===== src/rtl/cnn_stream_pkg.sv =====
// Shared helpers for the CNN feature-map streaming blocks: the signed max used
// by the pooling stages, the framing flag bundle and a safe width helper.
package cnn_stream_pkg;

  // Width that smax works in; callers sign-extend into it and truncate back.
  localparam int SMAX_W = 32;

  // Framing flags carried alongside each pooled sample.
  typedef struct packed {
    logic sop;
    logic eop;
    logic sof;
    logic eof;
  } frame_flags_t;

  // $clog2 that never returns zero, so counters for size-1 dimensions still get a bit.
  function automatic int clog2_min1(input int n);
    return (n <= 2) ? 1 : $clog2(n);
  endfunction

  // Signed maximum. On a tie either operand is correct, so a is returned.
  function automatic logic signed [SMAX_W-1:0] smax(
    input logic signed [SMAX_W-1:0] a,
    input logic signed [SMAX_W-1:0] b
  );
    return (a >= b) ? a : b;
  endfunction

endpackage


===== src/rtl/down_sampling_2x2_ram.sv =====
// Simple dual-port line-buffer RAM with a registered (1-clk) read port.
// Contents are not reset; every location is written before it is read.
module down_sampling_2x2_ram #(
  parameter int DATA_WIDTH = 8,
  parameter int ADDR_WIDTH = 8,
  parameter int DEPTH      = 256
) (
  input  logic                  i_clk,
  input  logic                  i_wr_en,
  input  logic [ADDR_WIDTH-1:0] i_wr_addr,
  input  logic [DATA_WIDTH-1:0] i_wr_data,
  input  logic                  i_rd_en,
  input  logic [ADDR_WIDTH-1:0] i_rd_addr,
  output logic [DATA_WIDTH-1:0] o_rd_data
);

  (* ramstyle = "M10K" *) logic [DATA_WIDTH-1:0] r_mem [DEPTH];
  logic [DATA_WIDTH-1:0] r_rd_data;

  // Write port plus registered read port, kept free of reset so it maps to block RAM.
  always_ff @(posedge i_clk) begin
    if (i_wr_en) begin
      r_mem[i_wr_addr] <= i_wr_data;
    end
    if (i_rd_en) begin
      r_rd_data <= r_mem[i_rd_addr];
    end
  end

  assign o_rd_data = r_rd_data;

endmodule


===== src/rtl/down_sampling_2x2.sv =====
// 2x2 stride-2 signed max-pool over a channel-interleaved pixel stream.
// Horizontal pairs are reduced in a per-channel register, vertical pairs via a
// one-line buffer RAM; output appears 2 clocks after the triggering input beat.
// Optional build macro: DOWN_SAMPLING_RELU_EN fuses a ReLU onto the output.
module down_sampling_2x2
  import cnn_stream_pkg::*;
#(
  parameter int DATA_WIDTH   = 8,
  parameter int STRING_LEN   = 224,
  parameter int STRING_NUM   = STRING_LEN,
  parameter int CHANNEL_NUM  = 3,
  parameter int DATA_O_WIDTH = DATA_WIDTH
) (
  input  logic                    clk,
  input  logic                    reset_n,
  input  logic [DATA_WIDTH-1:0]   data_i,
  input  logic                    valid_i,
  input  logic                    sop_i,
  input  logic                    eop_i,
  input  logic                    sof_i,
  input  logic                    eof_i,
  output logic [DATA_O_WIDTH-1:0] data_o,
  output logic                    data_valid_o,
  output logic                    sop_o,
  output logic                    eop_o,
  output logic                    sof_o,
  output logic                    eof_o
);

  localparam int CHAN_W    = clog2_min1(CHANNEL_NUM);
  localparam int COL_W     = clog2_min1(STRING_LEN);
  localparam int ROW_W     = clog2_min1(STRING_NUM);
  localparam int LB_DEPTH  = STRING_LEN / 2 * CHANNEL_NUM;
  localparam int LB_ADDR_W = clog2_min1(LB_DEPTH);

  localparam logic [CHAN_W-1:0] CHAN_LAST = CHAN_W'(CHANNEL_NUM - 1);
  localparam logic [COL_W-1:0]  COL_LAST  = COL_W'(STRING_LEN - 1);
  localparam logic [COL_W-1:0]  COL_ONE   = COL_W'(1);
  localparam logic [ROW_W-1:0]  ROW_LAST  = ROW_W'(STRING_NUM - 1);
  localparam logic [ROW_W-1:0]  ROW_ONE   = ROW_W'(1);

  // Odd dimensions cannot be pooled 2x2 without a ragged edge.
  if (STRING_LEN % 2 != 0) begin : g_len_odd
    $error("down_sampling_2x2: STRING_LEN must be even");
  end
  if (STRING_NUM % 2 != 0) begin : g_num_odd
    $error("down_sampling_2x2: STRING_NUM must be even");
  end
  if (DATA_WIDTH > SMAX_W) begin : g_dw_wide
    $error("down_sampling_2x2: DATA_WIDTH exceeds smax width");
  end

  // Input eop/eof are redundant with the counters; output framing is derived locally.
  logic w_unused_flags;
  assign w_unused_flags = ^{eop_i, eof_i};

  // ---------------------------------------------------------------- counters
  logic [CHAN_W-1:0] r_chan, w_chan, w_chan_next;
  logic [COL_W-1:0]  r_col,  w_col,  w_col_next;
  logic [ROW_W-1:0]  r_row,  w_row,  w_row_next;

  // Effective position of the current beat: sop/sof realign, dropping any partial pair.
  always_comb begin
    w_chan = r_chan;
    w_col  = r_col;
    w_row  = r_row;
    if (valid_i && (sop_i || sof_i)) begin
      w_chan = '0;
      w_col  = '0;
    end
    if (valid_i && sof_i) begin
      w_row = '0;
    end
  end

  // Position of the beat that follows: channel, then column, then row wrap.
  always_comb begin
    w_chan_next = w_chan;
    w_col_next  = w_col;
    w_row_next  = w_row;
    if (w_chan == CHAN_LAST) begin
      w_chan_next = '0;
      if (w_col == COL_LAST) begin
        w_col_next = '0;
        w_row_next = (w_row == ROW_LAST) ? '0 : w_row + 1'b1;
      end else begin
        w_col_next = w_col + 1'b1;
      end
    end else begin
      w_chan_next = w_chan + 1'b1;
    end
  end

  // Position counters advance only on qualified beats.
  always_ff @(posedge clk or negedge reset_n) begin
    if (!reset_n) begin
      r_chan <= '0;
      r_col  <= '0;
      r_row  <= '0;
    end else if (valid_i) begin
      r_chan <= w_chan_next;
      r_col  <= w_col_next;
      r_row  <= w_row_next;
    end
  end

  // -------------------------------------------------------- horizontal stage
  logic signed [DATA_WIDTH-1:0] w_hmax [CHANNEL_NUM];
  logic signed [DATA_WIDTH-1:0] w_hmax_sel;
  logic signed [DATA_WIDTH-1:0] w_h;

  for (genvar gi = 0; gi < CHANNEL_NUM; gi++) begin : g_hmax
    logic signed [DATA_WIDTH-1:0] r_hmax;

    // Hold this channel's even-column sample until its odd-column partner arrives.
    always_ff @(posedge clk or negedge reset_n) begin
      if (!reset_n) begin
        r_hmax <= '0;
      end else if (valid_i && !w_col[0] && (w_chan == CHAN_W'(gi))) begin
        r_hmax <= $signed(data_i);
      end
    end

    assign w_hmax[gi] = r_hmax;
  end

  // Pick the held even-column sample of the current beat's channel.
  always_comb begin
    w_hmax_sel = '0;
    for (int i = 0; i < CHANNEL_NUM; i++) begin
      if (w_chan == CHAN_W'(i)) begin
        w_hmax_sel = w_hmax[i];
      end
    end
  end

  assign w_h = DATA_WIDTH'(smax(SMAX_W'(w_hmax_sel), SMAX_W'($signed(data_i))));

  // ---------------------------------------------------------- vertical stage
  // Even rows park the horizontal max; odd rows read it back on the odd-column
  // beat itself. Reading on that beat (rather than on the even-column beat)
  // keeps the RAM output private to one channel even when the channels of a
  // pixel pair are interleaved between the two reads.
  logic                 w_odd_pair;
  logic                 w_lb_wr_en;
  logic                 w_lb_rd_en;
  logic [LB_ADDR_W-1:0] w_lb_addr;
  logic [DATA_WIDTH-1:0] w_lb_q;

  assign w_odd_pair = valid_i && w_col[0];
  assign w_lb_wr_en = w_odd_pair && !w_row[0];
  assign w_lb_rd_en = w_odd_pair &&  w_row[0];
  assign w_lb_addr  = LB_ADDR_W'((32'(w_col) >> 1) * CHANNEL_NUM + 32'(w_chan));

  down_sampling_2x2_ram #(
    .DATA_WIDTH (DATA_WIDTH),
    .ADDR_WIDTH (LB_ADDR_W),
    .DEPTH      (LB_DEPTH)
  ) u_line_buf (
    .i_clk     (clk),
    .i_wr_en   (w_lb_wr_en),
    .i_wr_addr (w_lb_addr),
    .i_wr_data (w_h),
    .i_rd_en   (w_lb_rd_en),
    .i_rd_addr (w_lb_addr),
    .o_rd_data (w_lb_q)
  );

  // Output framing for a triggering beat (odd row, odd column).
  frame_flags_t w_flags;
  always_comb begin
    w_flags.sop = (w_col == COL_ONE)  && (w_chan == '0);
    w_flags.eop = (w_col == COL_LAST) && (w_chan == CHAN_LAST);
    w_flags.sof = w_flags.sop && (w_row == ROW_ONE);
    w_flags.eof = w_flags.eop && (w_row == ROW_LAST);
  end

  // --------------------------------------------------------- output pipeline
  logic                         r_s1_valid;
  logic signed [DATA_WIDTH-1:0] r_s1_h;
  frame_flags_t                 r_s1_flags;

  // Stage 1: capture the horizontal max while the line-buffer read is in flight.
  always_ff @(posedge clk or negedge reset_n) begin
    if (!reset_n) begin
      r_s1_valid <= 1'b0;
      r_s1_h     <= '0;
      r_s1_flags <= '0;
    end else begin
      r_s1_valid <= w_lb_rd_en;
      if (w_lb_rd_en) begin
        r_s1_h     <= w_h;
        r_s1_flags <= w_flags;
      end
    end
  end

  logic signed [DATA_WIDTH-1:0] w_pool;
  logic signed [DATA_WIDTH-1:0] w_res;

  assign w_pool = DATA_WIDTH'(smax(SMAX_W'(r_s1_h), SMAX_W'($signed(w_lb_q))));

`ifdef DOWN_SAMPLING_RELU_EN
  assign w_res = w_pool[DATA_WIDTH-1] ? '0 : w_pool;
`else
  assign w_res = w_pool;
`endif

  logic [DATA_O_WIDTH-1:0] r_data_o;
  logic                    r_valid_o;
  frame_flags_t            r_flags_o;

  // Stage 2: combine with the row above and register the outputs.
  always_ff @(posedge clk or negedge reset_n) begin
    if (!reset_n) begin
      r_data_o  <= '0;
      r_valid_o <= 1'b0;
      r_flags_o <= '0;
    end else begin
      r_valid_o <= r_s1_valid;
      r_flags_o <= r_s1_valid ? r_s1_flags : '0;
      if (r_s1_valid) begin
        r_data_o <= DATA_O_WIDTH'(w_res);
      end
    end
  end

  assign data_o       = r_data_o;
  assign data_valid_o = r_valid_o;
  assign sop_o        = r_flags_o.sop;
  assign eop_o        = r_flags_o.eop;
  assign sof_o        = r_flags_o.sof;
  assign eof_o        = r_flags_o.eof;

endmodule


===== config.mk =====
export PLATFORM = sky130hd
export DESIGN_NAME = down_sampling_2x2
export DESIGN_NICKNAME = d
export VERILOG_FILES = /design/src/rtl/cnn_stream_pkg.sv /design/src/rtl/down_sampling_2x2_ram.sv /design/src/rtl/down_sampling_2x2.sv
export SDC_FILE = /design/constraint.sdc
export NUM_CORES = 2
export LEC_CHECK = 0
export ABC_AREA = 1
export BUFFER_PORTS_ARGS = -buffer_cell sky130_fd_sc_hd__buf_2
export CAP_MARGIN = 5
export CORE_MARGIN = 2
export CORE_UTILIZATION = 55
export CTS_CLUSTER_SIZE = 8
export DETAILED_ROUTE_END_ITERATION = 6
export PLACE_DENSITY = 0.7
export SETUP_SLACK_MARGIN = 0.4
export SLEW_MARGIN = 20
export SYNTH_ARGS = -nofsm -noshare
export SYNTH_HDL_FRONTEND = slang
export SYNTH_HIERARCHICAL = 1
export SYNTH_SLANG_ARGS = --single-unit

===== constraint.sdc =====
create_clock -name clk -period 18.1 [get_ports clk]
set_input_delay 1.81 -clock clk [delete_from_list [all_inputs] [get_ports clk]]
set_output_delay 1.81 -clock clk [all_outputs]
set_load 0.01 [all_outputs]

-- Word level (Yosys, flattened, before mapping)
Memory sizes are Yosys's and may differ from the RTL's. A register that Yosys moved wholly into a read port is not among the register bits.
Cells that the tools add are included.
- add/sub/neg operators: 4
- equality and inequality tests: 6
- $mul: 1
- reduce and logical (&&, ||, !) cells: 17
- multiplexer cells: 17
- magnitude comparators: 2
- operator list (operator ; number):
    $mux 8 ; 12
    $add 8x1->8 const B ; 2
    $eq 8x1->1 const B ; 2
    $eq 8x8->1 const B ; 2
    $ge 8x8->1 ; 2
    $logic_and 1x1->1 ; 13
    $add 9x2->9 ; 1
    $mul 7x2->9 const B ; 1
    $mux 2 ; 2
    $mux 4 ; 1
    $add 2x1->2 const B ; 1
    $eq 2x1->1 const B ; 1
    $eq 2x2->1 const B ; 1
    $logic_not 1->1 ; 2
    $logic_not 2->1 ; 1
    $mux 1 ; 2
    $logic_or 1x1->1 ; 1
- memories kept: 1
- memory bits (writable): 2688
- word-level logic and storage cells: 66
- flip-flop bits (word level): 68
- memories (name ; depth ; width ; rd ports ; clocked after Yosys merged registers in ; write ports ; RTL line ; source):
    u_line_buf.r_mem ; 336 ; 8 ; 1 ; 1 ; 1 ; down_sampling_2x2_ram.sv:17 ; (* ramstyle = "M10K" *) logic [DATA_WIDTH-1:0] r_mem [DEPTH];

-- Depth between registers and ports, before layout
- word-level depth: 9
- gate-level depth with buffers: 22

-- Hierarchy
The synthesis kept the hierarchy.
- by module, submodules not included (module ; cells an instance ; sequential area each (µm²) ; times used ; area an instance (µm²)):
    down_sampling_2x2_ram ; 9071 ; 80957.6 ; 1 ; 109536.3
    down_sampling_2x2 ; 577 ; 1701.6 ; 1 ; 4444.3

-- Worst setup path after synthesis
No wires, ideal clock.
- path type: input-to-reg
- from: input valid_i
- to: memory u_line_buf.r_mem[0][0], data pin
- path slack: 8946 ps
- data arrival time: 8073 ps
- buffers on the path: 2
- stages: 17
- data required time: 17019 ps
- setup time: 1081 ps
- cell sequence: buf_6 nand2_8 nand2_8 nor2_8 nand2_4 buf_6 o21ai_1 inv_1 ha_1 a21oi_1 nor2_1 nor2_1 nand2_1 nand2_1 nand3_1 nand2_1 and2_1
- longest elaborated chain between the ends: 8
- elaborated cells between the ends (all ways): 10
- those cells by class: order compare (1); eq/ne (2); mux (5); reduce/logical (2)
- RTL lines (item ; RTL line ; source):
    from (decl) ; down_sampling_2x2.sv:17 ; input logic valid_i,
    $logic_and 1x1->1 (*) ; down_sampling_2x2.sv:67 ; if (valid_i && (sop_i || sof_i)) begin
    $mux 2 (*) ; down_sampling_2x2.sv:67 ;
    $logic_not 2->1 ; down_sampling_2x2.sv:131 ; if (w_chan == CHAN_W'(i)) begin
    $mux 8 (2 in a row) ; down_sampling_2x2.sv:131 ;
    $mux 8 (*) ; down_sampling_2x2.sv:131 ;
    $ge 8x8->1 ; cnn_stream_pkg.sv:26 ; return (a >= b) ? a : b;
    $mux 8 (*) ; cnn_stream_pkg.sv:26 ;
    via w_h[0] ; down_sampling_2x2.sv:110 ; logic signed [DATA_WIDTH-1:0] w_h;
    to (decl) ; down_sampling_2x2_ram.sv:17 ;
Mark *: on every way through the listed nets, which the timed path passes. The rest lies on a longest branch.

-- Worst setup path in the final report
- from: input valid_i
- to: register u_line_buf.r_rd_data[3] (netlist: u_line_buf/o_rd_data[3]) (read register of u_line_buf.r_mem), data pin
- longest elaborated chain between the ends: 4
- elaborated cells between the ends (all ways): 9
- those cells by class: add/sub (1); mul (1); mux (3); reduce/logical (4)
- RTL lines (item ; RTL line ; source):
    $logic_and 1x1->1 (*) ; down_sampling_2x2.sv:67 ;
    $mux 8 ; down_sampling_2x2.sv:67 ;
    $mul 7x2->9 ; down_sampling_2x2.sv:153 ; assign w_lb_addr = LB_ADDR_W'((32'(w_col) >> 1) * CHANNEL_NUM + 32'(w_chan));
    $add 9x2->9 (*) ; down_sampling_2x2.sv:153 ;
    via w_lb_addr[2] ; down_sampling_2x2.sv:147 ; logic [LB_ADDR_W-1:0] w_lb_addr;
    to (decl) ; down_sampling_2x2_ram.sv:18 ; logic [DATA_WIDTH-1:0] r_rd_data;
Marked as above.
A chain may end at the register's enable or synchronous reset.

==> flow_summary.ini <==
[logic_synthesis]
netlist_instances = 9648
synthFlopType = edfxtp_1
yosys-top-cells-area = edfxtp_1 71%, nand3_1 9.2%, nand2_1 8.6%
syn_avg_cell_area_um2 = 11.8
synth_top_area_cell = edfxtp_1
synth_nets = 9704
synth.ff_latch_count = 2764
synth_cell_types = 42
yosysSeqAreaShare_pct = 72.5
syn_area_um2 = 114000
synth_top_cell_area_share_pct = 71.0
synth_edf_count = 2696
async_flop_share_pct = 2.46
yosysWarningCount = 6

[timing]
worst_pin_slew_ns = 1.13
finalSetupViolations = 0
grt_setup_unrepaired = no
post-route-period-util_pct = 45.6
relSlewSlack_pct = 24.7
tns_ns = 0
skew_ns = 0.0503
finalHoldViolCount = 0
fmax_mhz = 121
min_period_ns = 8.26
slew_viol_final = 0

[pwr]
leakage_nw = 43.7
totalPowerFinal_mw = 18.5
power_density_nw_per_um2 = 148
vdd_drop_max_uv = 166

[setup_path]
cp_max_fo = 89
required_ns = 18.90
r2r_end = u_line_buf/o_rd_data[3]$_DFFE_PP_
cp.arrival_ns = 9.06
r2r_start = r_chan[1]$_DFFE_PN0P_
r2r_cells = 21
worst-setup-path-type = in2reg
ff2ff_setup_slack_ns = 10.96
startpoint_type = input pin
cp-end-kind = flip-flop

[min_path]
hp-start = r_s1_flags[2]$_DFFE_PN0P_
hold_path.class = reg2reg
hold_end = eop_o$_DFF_PN0_
holdPathStages = 2

[clock_network]
clk_latency_ns = 0.98
path_clk_slew_ns = 0.05
cts_max_path_buffers = 4
cts_tree = yes
postCtsHoldBufs = 0
root_buffer = clkbuf_16
htreeDepth = 5
cts_resized = 0
numCtsBuffers = 395
cts_setup_buffers = 0
clock-sinks = 2764

[final_layout]
num-nets-final = 9576
drive_gt1_share_pct = 6.26
area_delta_synth_final_pct = 9.81

[detailed_routing]
wl_um = 296000
drt_pre_antenna_iters = 7
drt_iter0_drc = 10400
route.vias.total = 75600
detail_route.vias_per_cell = 6.16
wire_per_inst_um = 24.1
final_antenna_net_count = 0
drc = 4

[global_route]
grt_usage_pct = 27.6
grt_pass1_wl_um = 441000
antenna_found_initial = 9
top_usage_layer = met2
use_met1_pct = 38.0
use_met2_pct = 43.5
grt_pass1_vias = 72400
grt_max_degree = 203
use_met3_pct = 5.55
overflow = 0

[place]
io_buffers = 25
dp_hpwl_um = 155000
gp_congestion = 0.891

[job]
max_cap_viol_count = 0

[die]
fp.dieH_um = 459
ios = 28
die_area_um2 = 211000
die_w_um = 459
core_area_um2 = 206000
start_util_pct = 55.2
rows = 167

[status]
violations = design-rule violations
status = finished with violations
worst max-delay path, stage by stage:
cell and delay (ns):
buf_2 0.37, nand2_8 0.14, nand2_8 0.17, nor2_1 0.16, fa_1 0.59, ha_4 0.15
inv_1 0.04, fa_1 0.59, inv_8 0.22, inv_8 0.51, buf_4 0.68, buf_4 0.78
buf_4 0.92, nand3_1 0.28, nand3_1 0.19, nand3_1 0.17, nand2_1 0.21, nand2_1 0.07
nand2_1 0.08, nand2_1 0.05, nand3_1 0.25, nand3_1 0.24, nand2_1 0.11
synth_stat cells (8+ instances only):
| cell | count |
|---|---|
| nand3_1 | 2087 |
| dfrtp_1 | 68 |
| buf_1 | 40 |
| o21ai_1 | 25 |
| buf_2 | 264 |
| buf_6 | 78 |
| inv_1 | 114 |
| a21oi_1 | 12 |
| and2_1 | 8 |
| o22ai_1 | 162 |
| buf_4 | 73 |
| nand2_1 | 2620 |
| ha_1 | 39 |
| o211ai_1 | 10 |
| o21ai_0 | 370 |
| clkbuf_1 | 194 |
| edfxtp_1 | 2696 |
| nor2_1 | 702 |
| nand4_1 | 26 |
sequential cells by signal, summed over array words and instances (netlist names):
register and count:
u_line_buf/r_mem 2688, g_hmax.r_hmax 24, data_o 8, r_col 8
r_row 8, r_s1_h 8, u_line_buf/o_rd_data 8, r_s1_flags 4
r_chan 2, data_valid_o 1, eof_o 1, eop_o 1
r_s1_valid 1, sof_o 1, sop_o 1
layout by cell type (no fill, tap or decap), types with 3 or more instances in the layout:
master,instances
inv_1,110
inv_2,5
nand3_1,2087
or2_2,3
a21oi_1,12
buf_2,25
inv_6,6
diode_2,5
nand2_1,2605
clkbuf_1,23
clkinv_1,4
xor2_4,3
nor3_1,7
nor2_2,5
and2_4,8
buf_12,12
o21ai_1,25
o22ai_1,162
o221ai_1,5
nand2_2,19
buf_4,90
o21ai_0,370
ha_1,37
nor2_8,3
clkbuf_16,403
nor2_1,702
o211ai_1,10
nand4_1,26
inv_8,3
dfrtp_1,68
edfxtp_1,2696
worst max-delay path by stage:
stage	start	end	slack [ns]
final	valid_i	u_line_buf/o_rd_data[3]$_DFFE_PP_	9.84
after global routing	valid_i	u_line_buf/o_rd_data[5]$_DFFE_PP_	9.59
after CTS	valid_i	u_line_buf/o_rd_data[4]$_DFFE_PP_	10.0
after detailed placement	valid_i	u_line_buf/o_rd_data[4]$_DFFE_PP_	9.03
after global placement	valid_i	u_line_buf/o_rd_data[3]$_DFFE_PP_	9.05
after floorplan	valid_i	u_line_buf/r_mem[0][0]$_DFFE_PP_	8.95
final cells by class:
| cell class | count | area [um2] |
|---|---|---|
| Timing Repair Buffer | 127 | 1040 |
| Inverter | 123 | 507 |
| Tap cell | 2704 | 3380 |
| Clock buffer | 426 | 10200 |
| Multi-Input combinational cell | 6109 | 27300 |
| Fill cell | 15600 | 81300 |
| Sequential cell | 2764 | 82700 |
| Clock inverter | 7 | 51.3 |
| Antenna cell | 5 | 12.5 |
per-stage QoR:
step	hold WS, ns	worst slack (ns)	cells	utilization (%)	area (um2)
floorplan	0.412	8.95	9648	-	114000
global placement	0.450	9.05	11800	55.7	115000
detailed placement	0.452	9.03	11800	55.7	115000
CTS	0.464	10.0	12300	60.6	125000
global route	0.487	9.59	12300	60.6	125000
finish	0.461	9.84	12300	60.6	125000
layer usage:
metal / routed length [um] / vias to the layer above / part of all wire [%]
li1: - / 33800 / -
met1: 114000 / 37000 / 39
met5: 51 / - / 0.017
met4: 10600 / 6 / 3.6
met3: 31200 / 610 / 11
met2: 139000 / 4134 / 47
cell families after synthesis:
logic type,count (synthesis),share of synthesized area [%]
simple gates,5474,20.5
flops,2764,72.5
buf+inv,775,3.62
compound gates,588,2.81
fa+ha+maj,41,0.463
xor+xnor,6,0.0461
report_power, final:
group / total (mW) / switching, mW / internal (mW)
registers: 8.41 / 0.0242 / 8.39
logic: 3.78 / 3.06 / 0.714
clock network: 6.32 / 2.44 / 3.87
total: 18.5 / 5.53 / 13.0
(Power assumes the default switching activity.)
